### src/rtl/lbist_controller_pkg.sv
// Shared LBIST definitions: session state encoding and default widths.
// Also intended for the future LFSR/MISR top-level wrapper.
package lbist_controller_pkg;

    // Default widths of the signature and pattern counter.
    localparam int DEF_SIG_W = 8;
    localparam int DEF_CNT_W = 8;

    // Session sequencer states (3-bit encoding, stable across blocks).
    typedef enum logic [2:0] {
        ST_IDLE  = 3'd0,
        ST_INIT  = 3'd1,
        ST_RUN   = 3'd2,
        ST_FLUSH = 3'd3,
        ST_CHECK = 3'd4,
        ST_DONE  = 3'd5
    } state_t;

    // A session is in progress in every state between leaving IDLE and reaching DONE.
    function automatic logic is_busy_state(input state_t s);
        return (s == ST_INIT) || (s == ST_RUN) || (s == ST_FLUSH) || (s == ST_CHECK);
    endfunction

endpackage

### src/rtl/lbist_controller_if.sv
// Host and datapath signal bundle of the LBIST session controller.
interface lbist_controller_if
    import lbist_controller_pkg::*;
#(
    parameter int SIG_W = DEF_SIG_W,
    parameter int CNT_W = DEF_CNT_W
);

    // Host handshake: start is a level request, only looked at while the
    // controller is idle or done. busy is high from the cycle after start is
    // taken until the result is ready; done then stays high with pass/fail
    // valid until the next start is taken. abort is a level that beats start
    // in every state and returns the controller to idle on the next edge.
    logic             start;
    logic             abort;
    logic [SIG_W-1:0] golden_sig;
    logic             busy;
    logic             done;
    logic             pass;
    logic             fail;
    logic [CNT_W-1:0] pattern_cnt;

    // Datapath control and signature return.
    logic [SIG_W-1:0] misr_sig;
    logic             lfsr_load;
    logic             lfsr_en;
    logic             misr_clr;
    logic             misr_en;

    // Controller side.
    modport slave (
        input  start, abort, golden_sig, misr_sig,
        output lfsr_load, lfsr_en, misr_clr, misr_en,
        output busy, done, pass, fail, pattern_cnt
    );

    // Host / datapath side.
    modport master (
        output start, abort, golden_sig, misr_sig,
        input  lfsr_load, lfsr_en, misr_clr, misr_en,
        input  busy, done, pass, fail, pattern_cnt
    );

endinterface

### src/rtl/lbist_controller_delay_line.sv
// Delay line that lines MISR compaction up with the buffer/CUT pipeline.
// A DEPTH-deep 1-bit shift register: the output is the input delayed exactly
// DEPTH cycles, and the empty flag says no pattern is still in flight.
module lbist_controller_delay_line #(
    parameter int DEPTH = 2
) (
    input  logic i_clk,
    input  logic i_rst,
    input  logic i_clr,
    input  logic i_din,
    output logic o_dout,
    output logic o_empty
);

    logic [DEPTH-1:0] r_sr;

    // Shift in one bit per cycle; sync clear drops every in-flight pattern.
    always_ff @(posedge i_clk or posedge i_rst) begin
        if (i_rst) begin
            r_sr <= '0;
        end else if (i_clr) begin
            r_sr <= '0;
        end else begin
            // Keeping the low DEPTH bits of {r_sr, i_din} also covers DEPTH == 1.
            r_sr <= DEPTH'({r_sr, i_din});
        end
    end

    assign o_dout  = r_sr[DEPTH-1];
    assign o_empty = ~|r_sr;

endmodule

### src/rtl/lbist_controller.sv
// LBIST session sequencer: seeds the LFSR, clears the MISR, applies
// NUM_PATTERNS patterns, waits for the pipeline to drain into the MISR and
// compares the final signature with the golden value.
module lbist_controller
    import lbist_controller_pkg::*;
#(
    parameter int SIG_W        = DEF_SIG_W,
    parameter int NUM_PATTERNS = 200,
    parameter int CNT_W        = DEF_CNT_W,
    parameter int PIPE_LAT     = 2
) (
    input  logic               clk,
    input  logic               rst,
    lbist_controller_if.slave  lbist,
    output state_t             o_dbg_state
);

    // The counter carries one extra bit so a full 2^CNT_W session does not
    // wrap back to zero when it reaches NUM_PATTERNS.
    localparam logic [CNT_W:0] LAST_CNT = (CNT_W + 1)'(NUM_PATTERNS - 1);

    state_t         r_state;
    state_t         w_next_state;
    logic [CNT_W:0] r_cnt;
    logic           r_lfsr_load;
    logic           r_misr_clr;
    logic           r_lfsr_en;
    logic           r_busy;
    logic           r_done;
    logic           r_pass;
    logic           r_fail;
    logic           w_misr_en;
    logic           w_dl_empty;
    logic           w_sig_match;

    assign w_sig_match = (lbist.misr_sig == lbist.golden_sig);

    // Next-state decode; abort wins over everything, including start.
    always_comb begin
        w_next_state = r_state;
        if (lbist.abort) begin
            w_next_state = ST_IDLE;
        end else begin
            case (r_state)
                ST_IDLE:  if (lbist.start) w_next_state = ST_INIT;
                ST_INIT:  w_next_state = ST_RUN;
                ST_RUN:   if (r_cnt == LAST_CNT) w_next_state = ST_FLUSH;
                ST_FLUSH: if (w_dl_empty) w_next_state = ST_CHECK;
                ST_CHECK: w_next_state = ST_DONE;
                ST_DONE:  if (lbist.start) w_next_state = ST_INIT;
                default:  w_next_state = ST_IDLE;
            endcase
        end
    end

    // State register plus every control output, registered from the next state
    // so the outputs line up with the state they belong to.
    always_ff @(posedge clk or posedge rst) begin
        if (rst) begin
            r_state     <= ST_IDLE;
            r_cnt       <= '0;
            r_lfsr_load <= 1'b0;
            r_misr_clr  <= 1'b0;
            r_lfsr_en   <= 1'b0;
            r_busy      <= 1'b0;
            r_done      <= 1'b0;
            r_pass      <= 1'b0;
            r_fail      <= 1'b0;
        end else begin
            r_state     <= w_next_state;
            r_lfsr_load <= (w_next_state == ST_INIT);
            r_misr_clr  <= (w_next_state == ST_INIT);
            r_lfsr_en   <= (w_next_state == ST_RUN);
            r_busy      <= is_busy_state(w_next_state);
            r_done      <= (w_next_state == ST_DONE);

            // Count patterns only while they are being issued; hold afterwards.
            if (w_next_state inside {ST_IDLE, ST_INIT}) begin
                r_cnt <= '0;
            end else if (r_state == ST_RUN) begin
                r_cnt <= r_cnt + 1'b1;
            end

            // Result is captured leaving CHECK, held through DONE, zero elsewhere.
            if (r_state == ST_CHECK && w_next_state == ST_DONE) begin
                r_pass <= w_sig_match;
                r_fail <= !w_sig_match;
            end else if (w_next_state != ST_DONE) begin
                r_pass <= 1'b0;
                r_fail <= 1'b0;
            end
        end
    end

    // lfsr_en delayed by the pipeline latency becomes the MISR enable.
    lbist_controller_delay_line #(
        .DEPTH (PIPE_LAT)
    ) u_delay_line (
        .i_clk   (clk),
        .i_rst   (rst),
        .i_clr   (lbist.abort),
        .i_din   (r_lfsr_en),
        .o_dout  (w_misr_en),
        .o_empty (w_dl_empty)
    );

    assign lbist.lfsr_load   = r_lfsr_load;
    assign lbist.misr_clr    = r_misr_clr;
    assign lbist.lfsr_en     = r_lfsr_en;
    assign lbist.misr_en     = w_misr_en;
    assign lbist.busy        = r_busy;
    assign lbist.done        = r_done;
    assign lbist.pass        = r_pass;
    assign lbist.fail        = r_fail;
    assign lbist.pattern_cnt = r_cnt[CNT_W] ? {CNT_W{1'b1}} : r_cnt[CNT_W-1:0];
    assign o_dbg_state       = r_state;

endmodule

### src/flat_wrapper.sv
// flat-port wrapper written by rule: the top's interface ports become plain ports
module lbist_controller_flat import lbist_controller_pkg::*;
#(
    parameter int SIG_W        = DEF_SIG_W,
    parameter int NUM_PATTERNS = 200,
    parameter int CNT_W        = DEF_CNT_W,
    parameter int PIPE_LAT     = 2
)
  (clk, rst, o_dbg_state, lbist_start, lbist_abort, lbist_golden_sig, lbist_misr_sig, lbist_lfsr_load, lbist_lfsr_en, lbist_misr_clr, lbist_misr_en, lbist_busy, lbist_done, lbist_pass, lbist_fail, lbist_pattern_cnt);
  lbist_controller_if #(.SIG_W(SIG_W), .CNT_W(CNT_W)) lbist_i ();
  input  logic clk;
  input  logic rst;
  output state_t o_dbg_state;
  input wire logic [$bits(lbist_i.start)-1:0] lbist_start;
  input wire logic [$bits(lbist_i.abort)-1:0] lbist_abort;
  input wire logic [$bits(lbist_i.golden_sig)-1:0] lbist_golden_sig;
  input wire logic [$bits(lbist_i.misr_sig)-1:0] lbist_misr_sig;
  output wire logic [$bits(lbist_i.lfsr_load)-1:0] lbist_lfsr_load;
  output wire logic [$bits(lbist_i.lfsr_en)-1:0] lbist_lfsr_en;
  output wire logic [$bits(lbist_i.misr_clr)-1:0] lbist_misr_clr;
  output wire logic [$bits(lbist_i.misr_en)-1:0] lbist_misr_en;
  output wire logic [$bits(lbist_i.busy)-1:0] lbist_busy;
  output wire logic [$bits(lbist_i.done)-1:0] lbist_done;
  output wire logic [$bits(lbist_i.pass)-1:0] lbist_pass;
  output wire logic [$bits(lbist_i.fail)-1:0] lbist_fail;
  output wire logic [$bits(lbist_i.pattern_cnt)-1:0] lbist_pattern_cnt;
  assign lbist_i.start = lbist_start;
  assign lbist_i.abort = lbist_abort;
  assign lbist_i.golden_sig = lbist_golden_sig;
  assign lbist_i.misr_sig = lbist_misr_sig;
  assign lbist_lfsr_load = lbist_i.lfsr_load;
  assign lbist_lfsr_en = lbist_i.lfsr_en;
  assign lbist_misr_clr = lbist_i.misr_clr;
  assign lbist_misr_en = lbist_i.misr_en;
  assign lbist_busy = lbist_i.busy;
  assign lbist_done = lbist_i.done;
  assign lbist_pass = lbist_i.pass;
  assign lbist_fail = lbist_i.fail;
  assign lbist_pattern_cnt = lbist_i.pattern_cnt;
  lbist_controller #(.SIG_W(SIG_W), .NUM_PATTERNS(NUM_PATTERNS), .CNT_W(CNT_W), .PIPE_LAT(PIPE_LAT)) u_core (.clk(clk), .rst(rst), .lbist(lbist_i), .o_dbg_state(o_dbg_state));
endmodule
### config.mk
export PLATFORM = sky130hd
export DESIGN_NAME = lbist_controller_flat
export DESIGN_NICKNAME = d
export VERILOG_FILES = /design/src/rtl/lbist_controller_pkg.sv /design/src/rtl/lbist_controller_if.sv /design/src/rtl/lbist_controller_delay_line.sv /design/src/rtl/lbist_controller.sv /design/src/flat_wrapper.sv
export SDC_FILE = /design/constraint.sdc
export NUM_CORES = 1
export LEC_CHECK = 0
export ABC_AREA = 1
export ABC_CLOCK_PERIOD_IN_PS = 1830
export BUFFER_PORTS_ARGS = -buffer_cell sky130_fd_sc_hd__buf_4
export CELL_PAD_IN_SITES_DETAIL_PLACEMENT = 1
export CELL_PAD_IN_SITES_GLOBAL_PLACEMENT = 1
export CORE_UTILIZATION = 34
export CTS_CLUSTER_SIZE = 16
export DETAILED_ROUTE_END_ITERATION = 10
export PLACE_DENSITY_LB_ADDON = 0.1
export SLEW_MARGIN = 5
export SYNTH_ARGS = -nofsm -noshare
export SYNTH_HDL_FRONTEND = slang
export SYNTH_HIERARCHICAL = 1
export SYNTH_SLANG_ARGS = --single-unit
### constraint.sdc
create_clock -name clk -period 1.83 [get_ports clk]
set_clock_uncertainty 0.2 [all_clocks]
set_input_delay 0.183 -clock clk [delete_from_list [all_inputs] [get_ports clk]]
set_output_delay 0.183 -clock clk [all_outputs]
set_load 0.01 [all_outputs]
# Word level (Yosys, flattened, before mapping)
# Cells that the tools add are included.
# totals
regBits	20
in_bits	20
output_inout_bits	19
elab_cells	47
# classes
add_sub_neg	1
eq_ne	13
mux	12
n_reduce_logical	12
# ops
cell	n
$mux 9	2
$pmux 3 s5	1
$eq 3x2->1 const B	4
$eq 3x3->1 const B	4
$mux 3	4
$add 9x1->9 const B	1
$eq 9x8->1 const B	1
$eq 8x8->1	1
$mux 8	1
$eq 3x1->1 const B	2
$logic_not 3->1	2
$reduce_bool 2->1	3
$reduce_or 2->1	2
$logic_or 1x1->1	3
$mux 1	3
$ne 3x3->1 const B	1
$mux 2	1
$logic_and 1x1->1	1
$logic_not 1->1	1

# Logic depth before layout (Yosys ltp)
# Gate-level depths: netlist of run 1.
# logic_depth
ltp_word	8
mapped_depth	10
depth_no_buf	10

# By module
# The synthesis of run 1 kept the hierarchy.
# by_module_without_submodules
mod	n_inst	cells_each	area_each_um2	seq_area_each_um2
lbist_controller	1	147	1083.5	450.4
lbist_controller_delay_line	1	8	75.1	50.0

# Worst setup path before layout of run 1
# OpenSTA, ideal clock, no wires.
# synth_timing
path_kind	reg2reg
start	register u_core.r_state[2], in the netlist u_core/o_dbg_state[2]
end	register u_core.r_cnt[5]
setup_ps	124
arrival_time_ps	1234
t_required_ps	1506
slack_ps	272
path_stages_with_launch	9
n_path_buf	0
period_less_slack_ps	1558
cell_sequence	dfrtp_1 inv_2 nand2_1 nor2_2 nand2_1 nor2_1 nand2_1 nor2_1 nor3b_2
# synth_via
elab_chain_cells	7
word_cells_on_any_way	17
cone_classes	eq/ne (6); mux (6); reduce/logical (5)
# synth_rtl
item	line_no	rtl
start, declared	lbist_controller.sv:22	state_t r_state;
start signal, assigned	lbist_controller.sv:70	r_state <= w_next_state;
$eq 3x3->1 or $logic_not 3->1 (tied branches)	lbist_controller.sv:44	case (r_state)
$reduce_or 2->1 (no source line)	--	
$pmux 3 s5	lbist_controller.sv:44	
$mux 3	lbist_controller.sv:41	if (lbist.abort) begin
$eq 3x1->1 or $logic_not 3->1 (tied branches)	lbist_controller.sv:78	if (w_next_state inside {ST_IDLE, ST_INIT}) begin
$reduce_bool 2->1	lbist_controller.sv:78	
$mux 9 or $reduce_bool 2->1 (tied branches)	--	
end signal, assigned	lbist_controller.sv:81	r_cnt <= r_cnt + 1'b1;
end, declared	lbist_controller.sv:24	logic [CNT_W:0] r_cnt;
# Several ways; a longest one is shown, not always the timed one.
# A chain may end at the register's enable or synchronous reset.

# Final worst setup path of run 1
# Same ends and word-level chain as after synthesis.

==> metrics, run 1 <==
Reg area=502 sq um; vias per cell=4.64; final instance area=0.00157 sq mm; dominant synthesized flop cell=dfrtp_1; worst slew pin tran=0.718 ns; First DRT Iteration DRCs=31; first-pass GRT wire length=4.91 mm; Peak VDD IR=0.000213 V; count leader, synth=nand2_1; Worst Setup Start Kind=register; Clock transition at path regs=0.12 ns; post-layout util=49.8%; Critical Path AT=1.71 ns; die area=0.00365 sq mm; Mapped Nets=176; Syn Area/Cell=7.47 sq um; sw frac=30.8%; Rel. slew slack=52.1%; Fmax achieved=585 MHz; Yosys reg bits=20; Yosys top cell area share=43.2%; clock power share=25.3%; Area Overhead vs Synth=35.4%; routed length per instance=12.1 um; core area=0.00315 sq mm; Final ANT Viol Nets=0; synth cell count leaders=nand2_1 (40), inv_1 (24), dfrtp_1 (20); Syn. warnings=6; CTS sink count=20; H-tree depth=1; FILL cells=425; Detailed Route WL=2.95 mm; Reg power frac=48.9%; status=finished clean; Mapped Area=0.00116 sq mm; LEAKAGE=0.850 nW; Syn Inst Count=155; Hold WS=0.0574 ns; post-synth cell types=22; number of max-cap violations=0; Synth async-reset ratio=100%; Die Span Y=60.4 um; Seq/Total Area, Yosys=43.2%; power density over the cells=646 mW/mm^2; CTS buffer count=3; internal power=0.000702 W; Tmin final=1.71 ns; number of synthesized flops with an enable pin=0; Comb power frac=25.8%; n_diodes=0; vias in the first global route=1192; switching pwr=0.000312 W; PortBufs=38; layout cell share with drive strength beyond 1=29.6%; setup violators final=0; final hold vios=0; Worst Path Max Fanout=9; DRT Pass-1 Iters=6; CP Class=register to register; CTS root buf=clkbuf_4; RSZ-0062 raised after global routing=true; Routability Congestion=0.835; io pins=39; clock insertion delay at the later pin of the skew report=0.30 ns; vias=1128; GR Overflow Total=0; cell taking the most area after synthesis=dfrtp_1; maximum clock path buffer count=2; floorplan row count=20; CTS tree=yes; Starting Density=36.7%; CP required=1.83 ns; Die Wd=60.4 um; largest net degree at the start of global routing=19; crit share post-route=93.4%; drt drc=0; placed inst area=0.00150 sq mm; area occupied by multi-input gates=559 sq um; Hold WC Path Type=input port to register; antenna violations before repair=0; Total GRT Usage=18.3%; Nets=221; Worst Setup End Kind=register; Slew Viols, Final=0; DP HPWL=2.38 mm; Area contributors post-synth=dfrtp_1 (43%), nand2_1 (13%), inv_1 (7.8%), nor2_1 (5.5%), xor2_1 (4.5%)
-- critical path: stages (launching register included) --
cell and delay, ns:
dfrtp_1 0.48, inv_2 0.10, nand2_1 0.08, nor2_4 0.21, nand2_1 0.10, nor2_1 0.17, nand2_1 0.09, nor2_1 0.12
nor3b_2 0.06
-- state kept, by name (all words and copies together) (netlist names) --
name	cells
u_core/lbist.fail	1
u_core/lbist.misr_clr	1
u_core/u_delay_line/r_sr	2
u_core/lbist.lfsr_en	1
u_core/r_cnt	9
u_core/lbist.done	1
u_core/lbist.busy	1
u_core/o_dbg_state	3
u_core/lbist.pass	1
-- logic make-up after synthesis --
kind of cell,after synthesis,share of synthesized area (%)
flops,20,43.2
xor+xnor,10,7.56
buf+inv,28,9.61
fa+ha+maj,1,1.08
simple gates,88,35.1
compound gates,8,3.45
-- routing by layer --
| layer | vias to the layer above | track usage [%] | routed length, um |
|---|---|---|---|
| met3 | 2 | 3.41 | 140 |
| met4 | 0 | 6.64 | 19 |
| met1 | 525 | 22.3 | 1350 |
| met5 | - | 0 | 0 |
| li1 | 564 | - | - |
| met2 | 37 | 32.0 | 1430 |
-- cells in the final DEF, fill, tap and decap left out, types with 2 or more instances in the layout --
master,count
a21oi_1,4
buf_4,39
clkbuf_4,3
dfrtp_1,19
dlygate4sd3_1,2
inv_1,24
inv_2,2
nand2_1,40
nand2_2,2
nand3_1,9
nand3_2,2
nand4_1,2
nor2_1,16
nor2_2,3
nor2_4,2
nor3_1,9
nor3_2,2
o21ai_0,3
xnor2_1,4
xor2_1,6
-- per-stage QoR --
step	setup slack [ns]	total power, W	std cells	setup TNS [ns]
after global placement	0.187	0.000747	237	0
after floorplan	0.272	0.000644	155	0
after CTS	0.0126	0.00102	243	0
after global routing	-0.0128	0.00108	243	-0.0128
after detailed placement	0.0739	0.000759	237	0
final	0.121	0.00101	243	0
-- layout make-up --
class                   count  area share, %
repair buffers             41           19.9
clock buffers               4           2.31
flip-flops and latches     20           32.0
multi-input cells         107           35.6
well taps                  44           3.51
inverters                  27           6.62
-- timing repair --
action | 4_1_cts | 5_1_grt
hold buffers | 2 | 0
endpoints found under the hold margin | 23 | 0
buffers inserted | 0 | 0
resized for setup | 0 | 4
endpoints found under the setup margin | 0 | 7
-- power by group through the flow --
stage	combinational, W	sequential (W)	clock [W]
after global routing	0.000292	0.000501	0.000289
final	0.000262	0.000496	0.000257
after global placement	0.000248	0.000499	0
after detailed placement	0.000256	0.000502	0
after CTS	0.000261	0.000493	0.000271
after floorplan	0.000136	0.000508	0
-- path summary, 6_finish.rpt --
| kind | start | endpoint | slack [ns] | cells past startpoint |
|---|---|---|---|---|
| min | lbist_misr_sig[2] | u_core/lbist.pass$_DFFE_PP0P_ | 0.06 | 6 |
| max | u_core/o_dbg_state[2]$_DFF_PP0_ | u_core/r_cnt[5]$_DFFE_PP0P_ | 0.12 | 8 |
| max reg2reg | u_core/o_dbg_state[2]$_DFF_PP0_ | u_core/r_cnt[5]$_DFFE_PP0P_ | 0.12 | 8 |
| max in group asynchronous | rst | u_core/o_dbg_state[0]$_DFF_PP0_ | 0.56 | 3 |
| min in group asynchronous | rst | u_core/u_delay_line/r_sr[0]$_DFF_PP0_ | 0.10 | 3 |
| min reg2reg | u_core/lbist.lfsr_en$_DFF_PP0_ | u_core/u_delay_line/r_sr[0]$_DFF_PP0_ | 0.30 | 2 |
No activity file was read; power rests on OpenSTA's default activity.
==> inputs of run 2 (changes only) <==
Settings changed: CORE_UTILIZATION 34 to 35, SYNTH_HIERARCHICAL 1 to not set.
==> metrics, run 2 <==
post-layout util=50.3% (+0.53 points); RSZ-0062 raised after global routing=false; Buf+Inv Stages, Crit Path=2 (+1); post-synth cell types=22 (unchanged); Worst Setup Start Kind=register; H-tree depth=1 (unchanged); Starting Density=37.0% (+0.30 points); setup violators final=0 (unchanged); Routability Congestion=0.866 (+3.8%); CP Class=register to register; Die Wd=58.8 um (-2.5%); CP peak stage delay=0.46 ns (-0.02 ns); Reg with most FFs=u_core.r_cnt; core area=0.00305 sq mm (-3.2%); GR Util met1=25.1% (+2.9 points); Hold WC Path Type=input port to register; dominant synthesized flop cell=dfrtp_1; Setup TNS=0 ns (unchanged); crit path cell chain=inv_1, nand2_1, nor2_4, nand3_2, nand2_2, nand2_2, inv_1, nor2_1; first-pass GRT wire length=5.03 mm (+2.5%); Syn Area/Cell=8.14 sq um (+8.9%); Largest register FFs=9 (unchanged); Synth async-reset ratio=100% (unchanged); Yosys top cell area share=44.2% (+1.1 points); Total GRT Usage=20.1% (+1.8 points); CP required=1.84 ns (about the same); vias in the first global route=1102 (-7.6%); Slew Viols, Final=0 (unchanged); Seq/Total Area, Yosys=44.2% (+1.1 points); n_diodes=0 (unchanged); vias per cell=4.57 (-1.5%); DP Worst Slack=0.204 ns (+0.131 ns); number of max-cap violations=0 (unchanged); Rel. slew slack=78.8% (+27 points); most common cell after layout, fill and taps aside=buf_4; GR Overflow Total=0 (unchanged); crit share post-route=89.6% (-3.7 points); synth cell count leaders=nand2_1 (33), dfrtp_1 (20), inv_1 (19); Worst Path Max Fanout=6 (-3); Die Span Y=58.8 um (-2.5%); Clock transition at path regs=0.11 ns (about the same); cell taking the most area after synthesis=dfrtp_1; Area contributors post-synth=dfrtp_1 (44%), nand2_1 (11%), xor2_1 (7.7%), inv_1 (6.3%), nor2_1 (4.3%); post-route worst setup slack=0.190 ns (+0.0682 ns); CTS sink count=20 (unchanged); routed length per instance=12.5 um (+3.0%); io pins=39 (unchanged); CTS buffer count=3 (unchanged); GR peak layer=met2; Nets=206 (-6.8%); Syn. warnings=0 (-6); CP delay by family, top=simple AND/OR/NAND/NOR gates; PortBufs=38 (unchanged); Detailed Route WL=2.85 mm (-3.4%); CTS tree=yes; number of synthesized flops with an enable pin=0 (unchanged); Fmax achieved=610 MHz (+4.2%); LEAKAGE=0.827 nW (-2.7%); post-CTS setup buffers=0 (unchanged); First DRT Iteration DRCs=15 (-52%); drt drc=0 (unchanged); Critical Path AT=1.65 ns (-0.06 ns); met3 usage=2.86% (-0.55 points); Tmin final=1.64 ns (-0.0682 ns); Final ANT Viol Nets=0 (unchanged); Yosys reg bits=20 (unchanged); Area Overhead vs Synth=35.7%; power density over the cells=593 mW/mm^2 (-8.3%); clock insertion delay at the later pin of the skew report=0.32 ns (+0.02 ns); Mapped Nets=160 (-9.1%); Mapped Area=0.00113 sq mm (-2.4%); maximum clock path buffer count=2 (unchanged); final hold vios=0 (unchanged); Syn Inst Count=139 (-10%); PostCTS Resize Cnt=0 (unchanged); Worst Setup End Kind=register; largest net degree at the start of global routing=21 (+2); DRT Pass-1 Iters=4 (-2); vias=1042 (-7.6%); Peak VDD IR=0.000204 V (-4.2%); Worst path slowest cell=dfrtp_1; most frequent cells in the layout=buf_4 (40), nand2_1 (33), dfrtp_1 (20), inv_1 (19), nor2_1 (13); floorplan row count=20 (unchanged); DP HPWL=2.35 mm (-1.1%); die area=0.00346 sq mm (-5.0%); routing usage on met2=34.1% (+2.1 points); antenna violations before repair=0 (unchanged); CTS root buf=clkbuf_4; count leader, synth=nand2_1; worst slew pin tran=0.319 ns (-0.399 ns); status=finished clean; layout cell share with drive strength beyond 1=35.3% (+5.7 points)
[run 2: changes by cell type after synthesis, sizes merged, moves of 2 or more]
cell / before / now
a21oi: 4 / 2
nand2: 42 / 36
xor2: 6 / 10
o21ai: 4 / 1
nand3: 11 / 9
or2: 0 / 3
inv: 27 / 21
nor3: 11 / 7
[run 2: worst paths after layout]
check	from	to	slack, ns	depth (start not counted)
setup / recovery	u_core.o_dbg_state[2]$_DFF_PP0_	u_core.lbist.lfsr_en$_DFF_PP0_	0.19	8
hold reg to reg	u_core.u_delay_line.r_sr[0]$_DFF_PP0_	u_core.u_delay_line.r_sr[1]$_DFF_PP0_	0.29	2
max in group asynchronous	rst	u_core.u_delay_line.r_sr[0]$_DFF_PP0_	0.99	4
min in group asynchronous	rst	u_core.r_cnt[4]$_DFFE_PP0P_	0.23	4
setup reg to reg	u_core.o_dbg_state[2]$_DFF_PP0_	u_core.lbist.lfsr_en$_DFF_PP0_	0.19	8
hold / removal	lbist_misr_sig[5]	u_core.lbist.pass$_DFFE_PP0P_	0.06	6
[run 2: metal layers]
metal  part of all wire [%]  routed length [um]  up-vias
met1                     44                1260      492
li1                       -                   -      515
met3                    4.0                 114        5
met4                    1.9                  54        0
met5                      0                   0        -
met2                     50                1410       30
[run 2: what timing repair did]
item / 4_1_cts / 5_1_grt
endpoints found under the setup margin: 0 / 0
endpoints found under the hold margin: 23 / 0
hold buffers: 2 / 0
[run 2: cells by family after synthesis]
| logic type | count (synthesis) | synth area share (%) |
|---|---|---|
| AND/OR/NAND/NOR | 79 | 34.5 |
| flip-flops | 20 | 44.2 |
| buffers and inverters | 22 | 7.63 |
| AO/OA/AOI/OAI | 3 | 1.66 |
| adder cells (fa/ha/maj) | 1 | 1.11 |
| XOR/XNOR | 14 | 10.8 |
[run 2: area by class of cell]
class | count | area, sq um
Timing Repair Buffer | 42 | 320
Inverter | 21 | 78.8
Fill cell | 396 | 1520
Multi-Input combinational cell | 97 | 544
Clock buffer | 4 | 36.3
Sequential cell | 20 | 500
Tap cell | 44 | 55.1
[run 2: report_power, final]
| group | internal (W) | leakage (nW) | switching [W] |
|---|---|---|---|
| Sequential | 0.000456 | 0.275 | 0.0000148 |
| Combinational | 0.0000789 | 0.531 | 0.0000923 |
| Clock | 0.000122 | 0.0210 | 0.000147 |
| Total | 0.000656 | 0.827 | 0.000254 |
[run 2: worst register-to-register path: stages, from the launching register on]
cell and delay, ns:
dfrtp_1 0.46, inv_1 0.15, nand2_1 0.10, nor2_4 0.19, nand3_2 0.11, nand2_2 0.12
nand2_2 0.09, inv_1 0.08, nor2_1 0.04
[run 2: per-stage QoR]
stage | instances | hold WS [ns] | cell area, sq um | power, W
floorplan | 139 | -0.0532 | 1130 | 0.000568
global placement | 222 | 0.0305 | 1480 | 0.000641
detailed placement | 222 | 0.0360 | 1480 | 0.000650
CTS | 228 | 0.0793 | 1540 | 0.000916
global route | 228 | 0.0939 | 1540 | 0.000956
finish | 228 | 0.0642 | 1540 | 0.000910
